`config.mk`:
```
export PLATFORM = sky130hd
export DESIGN_NAME = axi_cpu_arbiter_flat
export DESIGN_NICKNAME = d
export VERILOG_FILES = /design/src/rtl/axi_cpu_arbiter_pkg.sv /design/src/rtl/axi_cpu_arbiter_if.sv /design/src/rtl/axi_cpu_arbiter_rr_arbiter.sv /design/src/rtl/axi_cpu_arbiter.sv /design/src/flat_wrapper.sv
export SDC_FILE = /design/constraint.sdc
export NUM_CORES = 1
export LEC_CHECK = 0
export CORE_AREA = 3 3 295 297
export CTS_CLUSTER_SIZE = 30
export DETAILED_ROUTE_END_ITERATION = 8
export DIE_AREA = 0 0 298 300
export GPL_ROUTABILITY_DRIVEN = 0
export GPL_TIMING_DRIVEN = 0
export SLEW_MARGIN = 40
export SYNTH_ARGS = -nofsm -noshare
export SYNTH_HDL_FRONTEND = slang
export SYNTH_SLANG_ARGS = --single-unit
```
`constraint.sdc`:
```
create_clock -name clk -period 2.23 [get_ports clk]
set_input_delay 0.3345 -clock clk [delete_from_list [all_inputs] [get_ports clk]]
set_output_delay 0.3345 -clock clk [all_outputs]
set_load 0.02 [all_outputs]
```
`src/rtl/axi_cpu_arbiter_pkg.sv`:
```
// Shared AXI channel payloads, arbiter FSM state types and a sizing helper
// for the CPU-to-memory funnel.
package axi_cpu_arbiter_pkg;

   typedef struct packed {
      logic [31:0] addr;
      logic [2:0]  prot;
   } axi_aw_t;

   typedef struct packed {
      logic [31:0] data;
      logic [3:0]  strb;
   } axi_w_t;

   typedef struct packed {
      logic [1:0] resp;
   } axi_b_t;

   typedef struct packed {
      logic [31:0] addr;
      logic [2:0]  prot;
   } axi_ar_t;

   typedef struct packed {
      logic [31:0] data;
      logic [1:0]  resp;
   } axi_r_t;

   typedef enum logic [1:0] {WR_IDLE, WR_AW, WR_W, WR_B} wr_state_e;
   typedef enum logic [1:0] {RD_IDLE, RD_AR, RD_R} rd_state_e;

   // Index width never drops below one bit so a single-port build still has a grant register.
   function automatic int idx_w(int n);
      return (n > 1) ? $clog2(n) : 1;
   endfunction

endpackage

```
`src/rtl/axi_cpu_arbiter_if.sv`:
```
// Single-beat AXI bundle carrying N parallel ports; N=CPU_NB on the CPU side,
// N=1 on the memory side.
interface axi_cpu_arbiter_if #(parameter int N = 1);
   import axi_cpu_arbiter_pkg::*;

   axi_aw_t [N-1:0] aw;
   logic    [N-1:0] awvalid;
   logic    [N-1:0] awready;
   axi_w_t  [N-1:0] w;
   logic    [N-1:0] wvalid;
   logic    [N-1:0] wready;
   axi_b_t  [N-1:0] b;
   logic    [N-1:0] bvalid;
   logic    [N-1:0] bready;
   axi_ar_t [N-1:0] ar;
   logic    [N-1:0] arvalid;
   logic    [N-1:0] arready;
   axi_r_t  [N-1:0] r;
   logic    [N-1:0] rvalid;
   logic    [N-1:0] rready;

   modport master (
      output aw, awvalid, w, wvalid, bready, ar, arvalid, rready,
      input  awready, wready, b, bvalid, arready, r, rvalid
   );

   modport slave (
      input  aw, awvalid, w, wvalid, bready, ar, arvalid, rready,
      output awready, wready, b, bvalid, arready, r, rvalid
   );
endinterface

```
`src/rtl/axi_cpu_arbiter_rr_arbiter.sv`:
```
// Combinational round-robin pick: first requester at or after ptr, wrapping
// at N.
module rr_arbiter #(
   parameter int N     = 4,
   parameter int IDX_W = 2
) (
   input  logic [N-1:0]     req,
   input  logic [IDX_W-1:0] ptr,
   output logic [IDX_W-1:0] grant,
   output logic             any_req
);

   logic [IDX_W:0] cand;
   logic           found;

   // ptr < N, so one conditional subtract is enough to wrap the candidate.
   always_comb begin
      grant = '0;
      found = 1'b0;
      cand  = '0;
      for (int k = 0; k < N; k++) begin
         cand = {1'b0, ptr} + (IDX_W+1)'(k);
         if (cand >= (IDX_W+1)'(N)) cand = cand - (IDX_W+1)'(N);
         if (!found && req[cand[IDX_W-1:0]]) begin
            grant = cand[IDX_W-1:0];
            found = 1'b1;
         end
      end
   end

   assign any_req = |req;

endmodule

```
`src/rtl/axi_cpu_arbiter.sv`:
```
// N-to-1 single-beat AXI funnel: independent round-robin write (AW/W/B) and
// read (AR/R) paths, grant held from arbitration until the response handshake.
module axi_cpu_arbiter
   import axi_cpu_arbiter_pkg::*;
#(
   parameter int CPU_NB = 4
) (
   input  logic              clk,
   input  logic              rst,
   axi_cpu_arbiter_if.slave  cpu,
   axi_cpu_arbiter_if.master mem
);

   localparam int IDX_W = idx_w(CPU_NB);
   localparam logic [IDX_W-1:0] LAST = IDX_W'(CPU_NB - 1);

   wr_state_e        wr_state;
   rd_state_e        rd_state;
   logic [IDX_W-1:0] wgrant, wptr, wsel;
   logic [IDX_W-1:0] rgrant, rptr, rsel;
   logic             wany, rany;

   rr_arbiter #(.N(CPU_NB), .IDX_W(IDX_W)) u_wr_arb (
      .req(cpu.awvalid), .ptr(wptr), .grant(wsel), .any_req(wany));

   rr_arbiter #(.N(CPU_NB), .IDX_W(IDX_W)) u_rd_arb (
      .req(cpu.arvalid), .ptr(rptr), .grant(rsel), .any_req(rany));

   // Arbitration is registered: IDLE only latches the pick, nothing is forwarded yet.
   always_ff @(posedge clk) begin
      if (rst) begin
         wr_state <= WR_IDLE;
         wgrant   <= '0;
         wptr     <= '0;
      end else begin
         case (wr_state)
            WR_IDLE: if (wany) begin
               wgrant   <= wsel;
               wr_state <= WR_AW;
            end
            WR_AW: if (mem.awvalid[0] && mem.awready[0]) wr_state <= WR_W;
            WR_W:  if (mem.wvalid[0] && mem.wready[0]) wr_state <= WR_B;
            WR_B:  if (mem.bvalid[0] && mem.bready[0]) begin
               wptr     <= (wgrant == LAST) ? '0 : wgrant + 1'b1;
               wr_state <= WR_IDLE;
            end
            default: wr_state <= WR_IDLE;
         endcase
      end
   end

   always_ff @(posedge clk) begin
      if (rst) begin
         rd_state <= RD_IDLE;
         rgrant   <= '0;
         rptr     <= '0;
      end else begin
         case (rd_state)
            RD_IDLE: if (rany) begin
               rgrant   <= rsel;
               rd_state <= RD_AR;
            end
            RD_AR: if (mem.arvalid[0] && mem.arready[0]) rd_state <= RD_R;
            RD_R:  if (mem.rvalid[0] && mem.rready[0]) begin
               rptr     <= (rgrant == LAST) ? '0 : rgrant + 1'b1;
               rd_state <= RD_IDLE;
            end
            default: rd_state <= RD_IDLE;
         endcase
      end
   end

   // Only the granted port ever sees a ready or valid; everything else stays zero.
   always_comb begin
      mem.aw      = '0;
      mem.awvalid = '0;
      mem.w       = '0;
      mem.wvalid  = '0;
      mem.bready  = '0;
      cpu.awready = '0;
      cpu.wready  = '0;
      cpu.b       = '0;
      cpu.bvalid  = '0;
      case (wr_state)
         WR_AW: begin
            mem.aw[0]           = cpu.aw[wgrant];
            mem.awvalid[0]      = cpu.awvalid[wgrant];
            cpu.awready[wgrant] = mem.awready[0];
         end
         WR_W: begin
            mem.w[0]           = cpu.w[wgrant];
            mem.wvalid[0]      = cpu.wvalid[wgrant];
            cpu.wready[wgrant] = mem.wready[0];
         end
         WR_B: begin
            cpu.b[wgrant]      = mem.b[0];
            cpu.bvalid[wgrant] = mem.bvalid[0];
            mem.bready[0]      = cpu.bready[wgrant];
         end
         default: ;
      endcase
   end

   always_comb begin
      mem.ar      = '0;
      mem.arvalid = '0;
      mem.rready  = '0;
      cpu.arready = '0;
      cpu.r       = '0;
      cpu.rvalid  = '0;
      case (rd_state)
         RD_AR: begin
            mem.ar[0]           = cpu.ar[rgrant];
            mem.arvalid[0]      = cpu.arvalid[rgrant];
            cpu.arready[rgrant] = mem.arready[0];
         end
         RD_R: begin
            cpu.r[rgrant]      = mem.r[0];
            cpu.rvalid[rgrant] = mem.rvalid[0];
            mem.rready[0]      = cpu.rready[rgrant];
         end
         default: ;
      endcase
   end

endmodule

```
`src/flat_wrapper.sv`:
```
// flat-port wrapper written by rule: the top's interface ports become plain ports
module axi_cpu_arbiter_flat import axi_cpu_arbiter_pkg::*;
#(
   parameter int CPU_NB = 4
)
  (clk, rst, cpu_aw, cpu_awvalid, cpu_w, cpu_wvalid, cpu_bready, cpu_ar, cpu_arvalid, cpu_rready, cpu_awready, cpu_wready, cpu_b, cpu_bvalid, cpu_arready, cpu_r, cpu_rvalid, mem_aw, mem_awvalid, mem_w, mem_wvalid, mem_bready, mem_ar, mem_arvalid, mem_rready, mem_awready, mem_wready, mem_b, mem_bvalid, mem_arready, mem_r, mem_rvalid);
  axi_cpu_arbiter_if #(.N((4))) cpu_i ();
  axi_cpu_arbiter_if #(.N(1)) mem_i ();
  input  logic clk;
  input  logic rst;
  input wire logic [$bits(cpu_i.aw)-1:0] cpu_aw;
  input wire logic [$bits(cpu_i.awvalid)-1:0] cpu_awvalid;
  input wire logic [$bits(cpu_i.w)-1:0] cpu_w;
  input wire logic [$bits(cpu_i.wvalid)-1:0] cpu_wvalid;
  input wire logic [$bits(cpu_i.bready)-1:0] cpu_bready;
  input wire logic [$bits(cpu_i.ar)-1:0] cpu_ar;
  input wire logic [$bits(cpu_i.arvalid)-1:0] cpu_arvalid;
  input wire logic [$bits(cpu_i.rready)-1:0] cpu_rready;
  output wire logic [$bits(cpu_i.awready)-1:0] cpu_awready;
  output wire logic [$bits(cpu_i.wready)-1:0] cpu_wready;
  output wire logic [$bits(cpu_i.b)-1:0] cpu_b;
  output wire logic [$bits(cpu_i.bvalid)-1:0] cpu_bvalid;
  output wire logic [$bits(cpu_i.arready)-1:0] cpu_arready;
  output wire logic [$bits(cpu_i.r)-1:0] cpu_r;
  output wire logic [$bits(cpu_i.rvalid)-1:0] cpu_rvalid;
  output wire logic [$bits(mem_i.aw)-1:0] mem_aw;
  output wire logic [$bits(mem_i.awvalid)-1:0] mem_awvalid;
  output wire logic [$bits(mem_i.w)-1:0] mem_w;
  output wire logic [$bits(mem_i.wvalid)-1:0] mem_wvalid;
  output wire logic [$bits(mem_i.bready)-1:0] mem_bready;
  output wire logic [$bits(mem_i.ar)-1:0] mem_ar;
  output wire logic [$bits(mem_i.arvalid)-1:0] mem_arvalid;
  output wire logic [$bits(mem_i.rready)-1:0] mem_rready;
  input wire logic [$bits(mem_i.awready)-1:0] mem_awready;
  input wire logic [$bits(mem_i.wready)-1:0] mem_wready;
  input wire logic [$bits(mem_i.b)-1:0] mem_b;
  input wire logic [$bits(mem_i.bvalid)-1:0] mem_bvalid;
  input wire logic [$bits(mem_i.arready)-1:0] mem_arready;
  input wire logic [$bits(mem_i.r)-1:0] mem_r;
  input wire logic [$bits(mem_i.rvalid)-1:0] mem_rvalid;
  assign cpu_i.aw = cpu_aw;
  assign cpu_i.awvalid = cpu_awvalid;
  assign cpu_i.w = cpu_w;
  assign cpu_i.wvalid = cpu_wvalid;
  assign cpu_i.bready = cpu_bready;
  assign cpu_i.ar = cpu_ar;
  assign cpu_i.arvalid = cpu_arvalid;
  assign cpu_i.rready = cpu_rready;
  assign cpu_awready = cpu_i.awready;
  assign cpu_wready = cpu_i.wready;
  assign cpu_b = cpu_i.b;
  assign cpu_bvalid = cpu_i.bvalid;
  assign cpu_arready = cpu_i.arready;
  assign cpu_r = cpu_i.r;
  assign cpu_rvalid = cpu_i.rvalid;
  assign mem_aw = mem_i.aw;
  assign mem_awvalid = mem_i.awvalid;
  assign mem_w = mem_i.w;
  assign mem_wvalid = mem_i.wvalid;
  assign mem_bready = mem_i.bready;
  assign mem_ar = mem_i.ar;
  assign mem_arvalid = mem_i.arvalid;
  assign mem_rready = mem_i.rready;
  assign mem_i.awready = mem_awready;
  assign mem_i.wready = mem_wready;
  assign mem_i.b = mem_b;
  assign mem_i.bvalid = mem_bvalid;
  assign mem_i.arready = mem_arready;
  assign mem_i.r = mem_r;
  assign mem_i.rvalid = mem_rvalid;
  axi_cpu_arbiter #(.CPU_NB(CPU_NB)) u_core (.clk(clk), .rst(rst), .cpu(cpu_i), .mem(mem_i));
endmodule
```
== After elaboration in Yosys (flattened, before gate mapping) ==
Index checks and enable logic that the tools add are counted.

* Bits of input ports: 487
* ROM bits: 0
* Latch bits: 0
* Output and inout port bits: 275
* Word-level logic and storage cells: 180
* Memories kept: 0
* Bits in writable memories: 0
* Flip-flop bits (word level): 12

* $add $sub $neg: 16
* $lt $le $gt $ge: 20
* Reductions and logical operators: 29
* Equality and inequality tests: 14
* Divide/modulo/power cells: 0
* Shifts and indexed selects: 0
* Muxes and demuxes: 88
* Multiply operators: 0
* Bitwise operators: 7

{| class="wikitable"
|+ Operator list
! cell !! number
|-
| 35-bit binary-select mux with 2-bit select || 2
|-
| 35-bit 2-to-1 mux || 4
|-
| 136-bit bitwise AND || 1
|-
| 136-bit 2-to-1 mux || 1
|-
| 36-bit binary-select mux with 2-bit select || 1
|-
| 36-bit 2-to-1 mux || 2
|-
| 34-bit demux with 2-bit select || 1
|-
| 2-bit 2-to-1 mux || 26
|-
| 34-bit 2-to-1 mux || 1
|-
| 2-bit by 3-bit less-than comparator with 1-bit output (second input constant) || 10
|-
| 1-bit binary-select mux with 2-bit select || 13
|-
| 1-bit 2-to-1 mux || 26
|-
| 4-bit bitwise AND || 5
|-
| 4-bit 2-to-1 mux || 5
|-
| 3-bit >= comparator (second input constant) || 6
|-
| 2-bit by 1-bit subtractor with 2-bit output (second input constant) || 8
|-
| 1-bit logical AND || 13
|-
| 2-bit by 2-bit adder with 3-bit output (second input constant) || 4
|-
| 2-bit by 1-bit != test with 1-bit output (second input constant) || 6
|-
| 2-bit equality test (second input constant) || 5
|-
| 8-bit bitwise AND || 1
|-
| 8-bit 2-to-1 mux || 1
|-
| 2-bit one-hot mux with 4 select lines || 1
|-
| 2-bit AND reduction || 4
|-
| 14 further kinds || 27
|}

== Longest topological paths before layout ==
* Word-level depth: 14
* Mapped depth: 7
* Mapped depth without buffers: 6

== Modules after synthesis ==
A second synthesis with hierarchy kept.

* Cells, all modules: 556
* Area total of the unflattened synthesis: 5356.4 sq um

{| class="wikitable"
|+ By module, submodules not included
! module !! cells an instance !! area each (sq um) !! instances !! sequential area each (sq um)
|-
| axi_cpu_arbiter || 526 || 5201.2 || 1 || 240.2
|-
| rr_arbiter || 15 || 77.6 || 2 || 0.0
|}

== Least setup slack after synthesis ==
No wires, ideal clock.

* Kind: reg2out
* Start: reg u_core.wgrant[0]
* End: out mem_aw[33]
* Slack: 337 ps
* Data arrival time: 1559 ps
* Buffers on the path: 3
* Required time: 1896 ps
* Cell stages (with the launch flop): 6
* Cells stage by stage: dfxtp_1 buf_2 buf_6 buf_6 mux4_2 and2_1

* Longest elaborated chain between the ends: 3

{| class="wikitable"
|+ Ends and longest elaborated chain
! what !! RTL line !! text
|-
| start: declaration || axi_cpu_arbiter.sv:19 || <nowiki>logic [IDX_W-1:0] wgrant, wptr, wsel;</nowiki>
|-
| start signal: assignment || axi_cpu_arbiter.sv:38 || <nowiki>wgrant <= wsel;</nowiki>
|-
| 35-bit binary-select mux with 2-bit select || axi_cpu_arbiter.sv:86 || <nowiki>mem.aw[0] = cpu.aw[wgrant];</nowiki>
|-
| 35-bit 2-to-1 mux (not written as such) || axi_cpu_arbiter.sv:86 ||
|-
| 35-bit 2-to-1 mux || axi_cpu_arbiter.sv:84 || <nowiki>case (wr_state)</nowiki>
|-
| end: declaration || flat_wrapper.sv:26 || <nowiki>output wire logic [$bits(mem_i.aw)-1:0] mem_aw;</nowiki>
|}

Every way passes these cells. The select of a mux whose other input is x is not followed.

== Worst setup path after layout ==
Same ends and word-level chain as after synthesis.

==> results.sh <==
export IMPL_outcome="finished with violations"
export IMPL_violations="negative setup slack"
export IMPL_fin_area_mm2=0.01582
export IMPL_crit_path_start_kind="register"
export IMPL_grt_max_degree=11
export IMPL_synth_top_area_cell="mux4_2"
export IMPL_vias=9014
export IMPL_worst_hold_slack_ps=479.2
export IMPL_cts_tree="built"
export IMPL_fin_crit_sh_pct=106.2
export IMPL_dp_cells=2467
export IMPL_clock_sinks=12
export IMPL_grtUsageMet3_pct=4.462
export IMPL_drtAntennaViolNets=0
export IMPL_core_mm2=0.08488
export IMPL_vdd_ir_drop_worst_v=0.0002223
export IMPL_drc=0
export IMPL_ff2ff_path_depth=12
export IMPL_fp_dieW_um=298
export IMPL_p_leak_nw=6.871
export IMPL_crit_required_ps=1900
export IMPL_clockBufferDepth=2
export IMPL_layout_setup_ws_ps=-138.3
export IMPL_syn_nets=1061
export IMPL_antenna_found_initial=33
export IMPL_clock_latency_ps=260
export IMPL_setup_worst_path_start="u_core.wgrant[0]"
export IMPL_cp_max_fo=8
export IMPL_start_util_pct=6.361
export IMPL_crit_type="reg2out"
export IMPL_io_pins=762
export IMPL_die_area_mm2=0.08940
export IMPL_async_flop_share_pct=0
export IMPL_fmax_ghz=0.4222
export IMPL_hold_viol=0
export IMPL_ys_ff_latch=12
export IMPL_r2r_end="u_core.wr_state[1]"
export IMPL_placed_area_mm2=0.01445
export IMPL_synth_top_cell_area_share_pct=45.47
export IMPL_maxCapViolations=0
export IMPL_yosysUniqueCellTypes=34
export IMPL_synth_edf_count=0
export IMPL_grt_pass1_vias=9378
export IMPL_tightest_slew_ps=509.0
export IMPL_seq_area_frac_synth_pct=4.450
export IMPL_syn2layout_area_growth_pct=193.0
export IMPL_ys_top_cells_by_area="mux4_2, and3_1, and2_1"
export IMPL_busiest_layer="met2"
export IMPL_clockRootBuffer="clkbuf_16"
export IMPL_grt_setup_unrepaired="true"
export IMPL_routed_wl_mm=66.33
export IMPL_vias_per_cell=3.520
export IMPL_hold_class="reg2reg"
export IMPL_wl_per_cell_um=25.90
export IMPL_finalSetupViolations=49
export IMPL_rr_startpoint="u_core.wgrant[0]"
export IMPL_cts_buffers=3
export IMPL_power_density_mw_per_mm2=414.8
export IMPL_cts_max_level=1
export IMPL_syn_area_mm2=0.005399
export IMPL_synth_most_common_cell="and3_1"
export IMPL_ctsHoldBuffers=0
export IMPL_max_slew_margin_pct=66.07
export IMPL_period_needed_ps=2368
export IMPL_yosys_warnings=0
export IMPL_crit_arrival_ps=2030
export IMPL_drv_slew=0
export IMPL_avgSynthCellArea_um2=9.607
export IMPL_gr_total_overflow=0
export IMPL_drt_first_iter_violations=529
export IMPL_die_y_um=300
export IMPL_syn_inst=562
export IMPL_ys_flop_type="dfxtp_1"
export IMPL_synth_commonest_cells="and3_1, and2_1, mux4_2"
export IMPL_port_buffer_count=761
export IMPL_gr_usage_met1_pct=15.21
export IMPL_grtUsageMet2_pct=26.41
export IMPL_place_worst_setup_slack_ps=-1312
export IMPL_regToRegSetupSlack_ps=110
export IMPL_nets=1907
export IMPL_clk_pin_slew_ps=50
export IMPL_worst_setup_path_end_kind="primary output"
export IMPL_grt_pass1_wl_mm=84.91
export IMPL_crit_end="mem_aw[33]"
export IMPL_row_count=107
export IMPL_dp_hpwl_mm=58.27
export IMPL_fillCellCount=9556
export IMPL_drive_above_1_share_pct=42.60
export IMPL_stdcell_count=2561
export IMPL_globalRouteTotalUtil_pct=13.87
export IMPL_clock_skew_ps=0.3207
export IMPL_dr_pass1_iters=5
-- cell families (layout without fill, tap and decap cells) --
group                    count (synthesis)  after routing  synth area share, %
flip-flops                              12             12                4.450
multiplexers                           119            119                47.35
other                                    0             11                    0
adder cells (fa/ha/maj)                 12             12                2.781
AO/OA/AOI/OAI                           25             25                2.966
buffers and inverters                   79            923                6.953
AND/OR/NAND/NOR                        315            315                35.50
-- how the worst min path moves through the flow --
stage,start,end,slack (ps),cells past startpoint
after floorplan,u_core.rptr[0],u_core.rptr[0],450,2
after global placement,u_core.rptr[0],u_core.rptr[0],470,2
after detailed placement,u_core.rptr[0],u_core.rptr[0],470,2
after CTS,u_core.rptr[0],u_core.rptr[0],480,2
after global routing,u_core.rptr[0],u_core.rptr[0],510,2
final,u_core.rptr[0],u_core.rptr[0],480,2
-- layer usage --
layer / vias to the layer above / part of all wire [%]
met5: - / 0.18
met4: 16 / 2.0
met3: 84 / 8.7
met2: 610 / 52
met1: 4415 / 37
li1: 3889 / -
-- area by class of cell --
| class | count | area, um2 | area share (%) |
|---|---|---|---|
| inverters | 11 | 50.05 | 0.3164 |
| diodes | 11 | 27.53 | 0.1740 |
| plain buffers | 63 | 737.0 | 4.659 |
| multi-input cells | 471 | 5122 | 32.38 |
| repair buffers | 846 | 8118 | 51.32 |
| clock buffers | 3 | 75.07 | 0.4746 |
| well taps | 1144 | 1431 | 9.049 |
| flip-flops and latches | 12 | 256.5 | 1.622 |
-- stage by stage --
step,setup TNS [ps],total power (W),util [%]
final,-1924,0.006561,18.64
after global routing,-6031,0.006921,18.61
after CTS,-11240,0.006421,18.57
after detailed placement,-206180,0.005313,17.02
after global placement,-222070,0.005296,17.02
after floorplan,0,0.002353,-
-- worst max-delay path, stage by stage, from the launching register on --
cell,delay (ps)
dfxtp_4,350
buf_12,140
buf_12,140
buf_8,120
buf_16,120
mux4_2,560
and2_4,180
buf_8,140
-- report_power, final --
part	internal, W	switching (W)
Clock	0.000236	0.000116
Combinational	0.00314	0.00277
Sequential	0.000250	0.0000493
Total	0.00363	0.00293
-- placed cells by master (no fill, tap or decap), types with 13 or more instances in the layout --
cell	n
buf_4	81
dlygate4sd2_1	15
clkdlybuf4s15_2	28
and2_1	42
buf_8	17
a21oi_1	13
and2_4	69
and3_1	161
buf_12	31
buf_6	79
clkbuf_2	52
clkdlybuf4s50_1	485
buf_2	80
mux4_2	109
-- registers in the layout (all words and copies together) (netlist names) --
signal and count:
u_core.rd_state 2, u_core.wptr 2, u_core.rptr 2, u_core.wgrant 2, u_core.rgrant 2, u_core.wr_state 2
-- what timing repair did --
| action | in CTS | in global routing |
|---|---|---|
| endpoints found under the setup margin | 275 | 248 |
| buffers inserted | 64 | 26 |
| pin swaps | 12 | 9 |
| gates cloned | 7 | 3 |
| resized for setup | 1178 | 356 |
(Power assumes the default switching activity.)
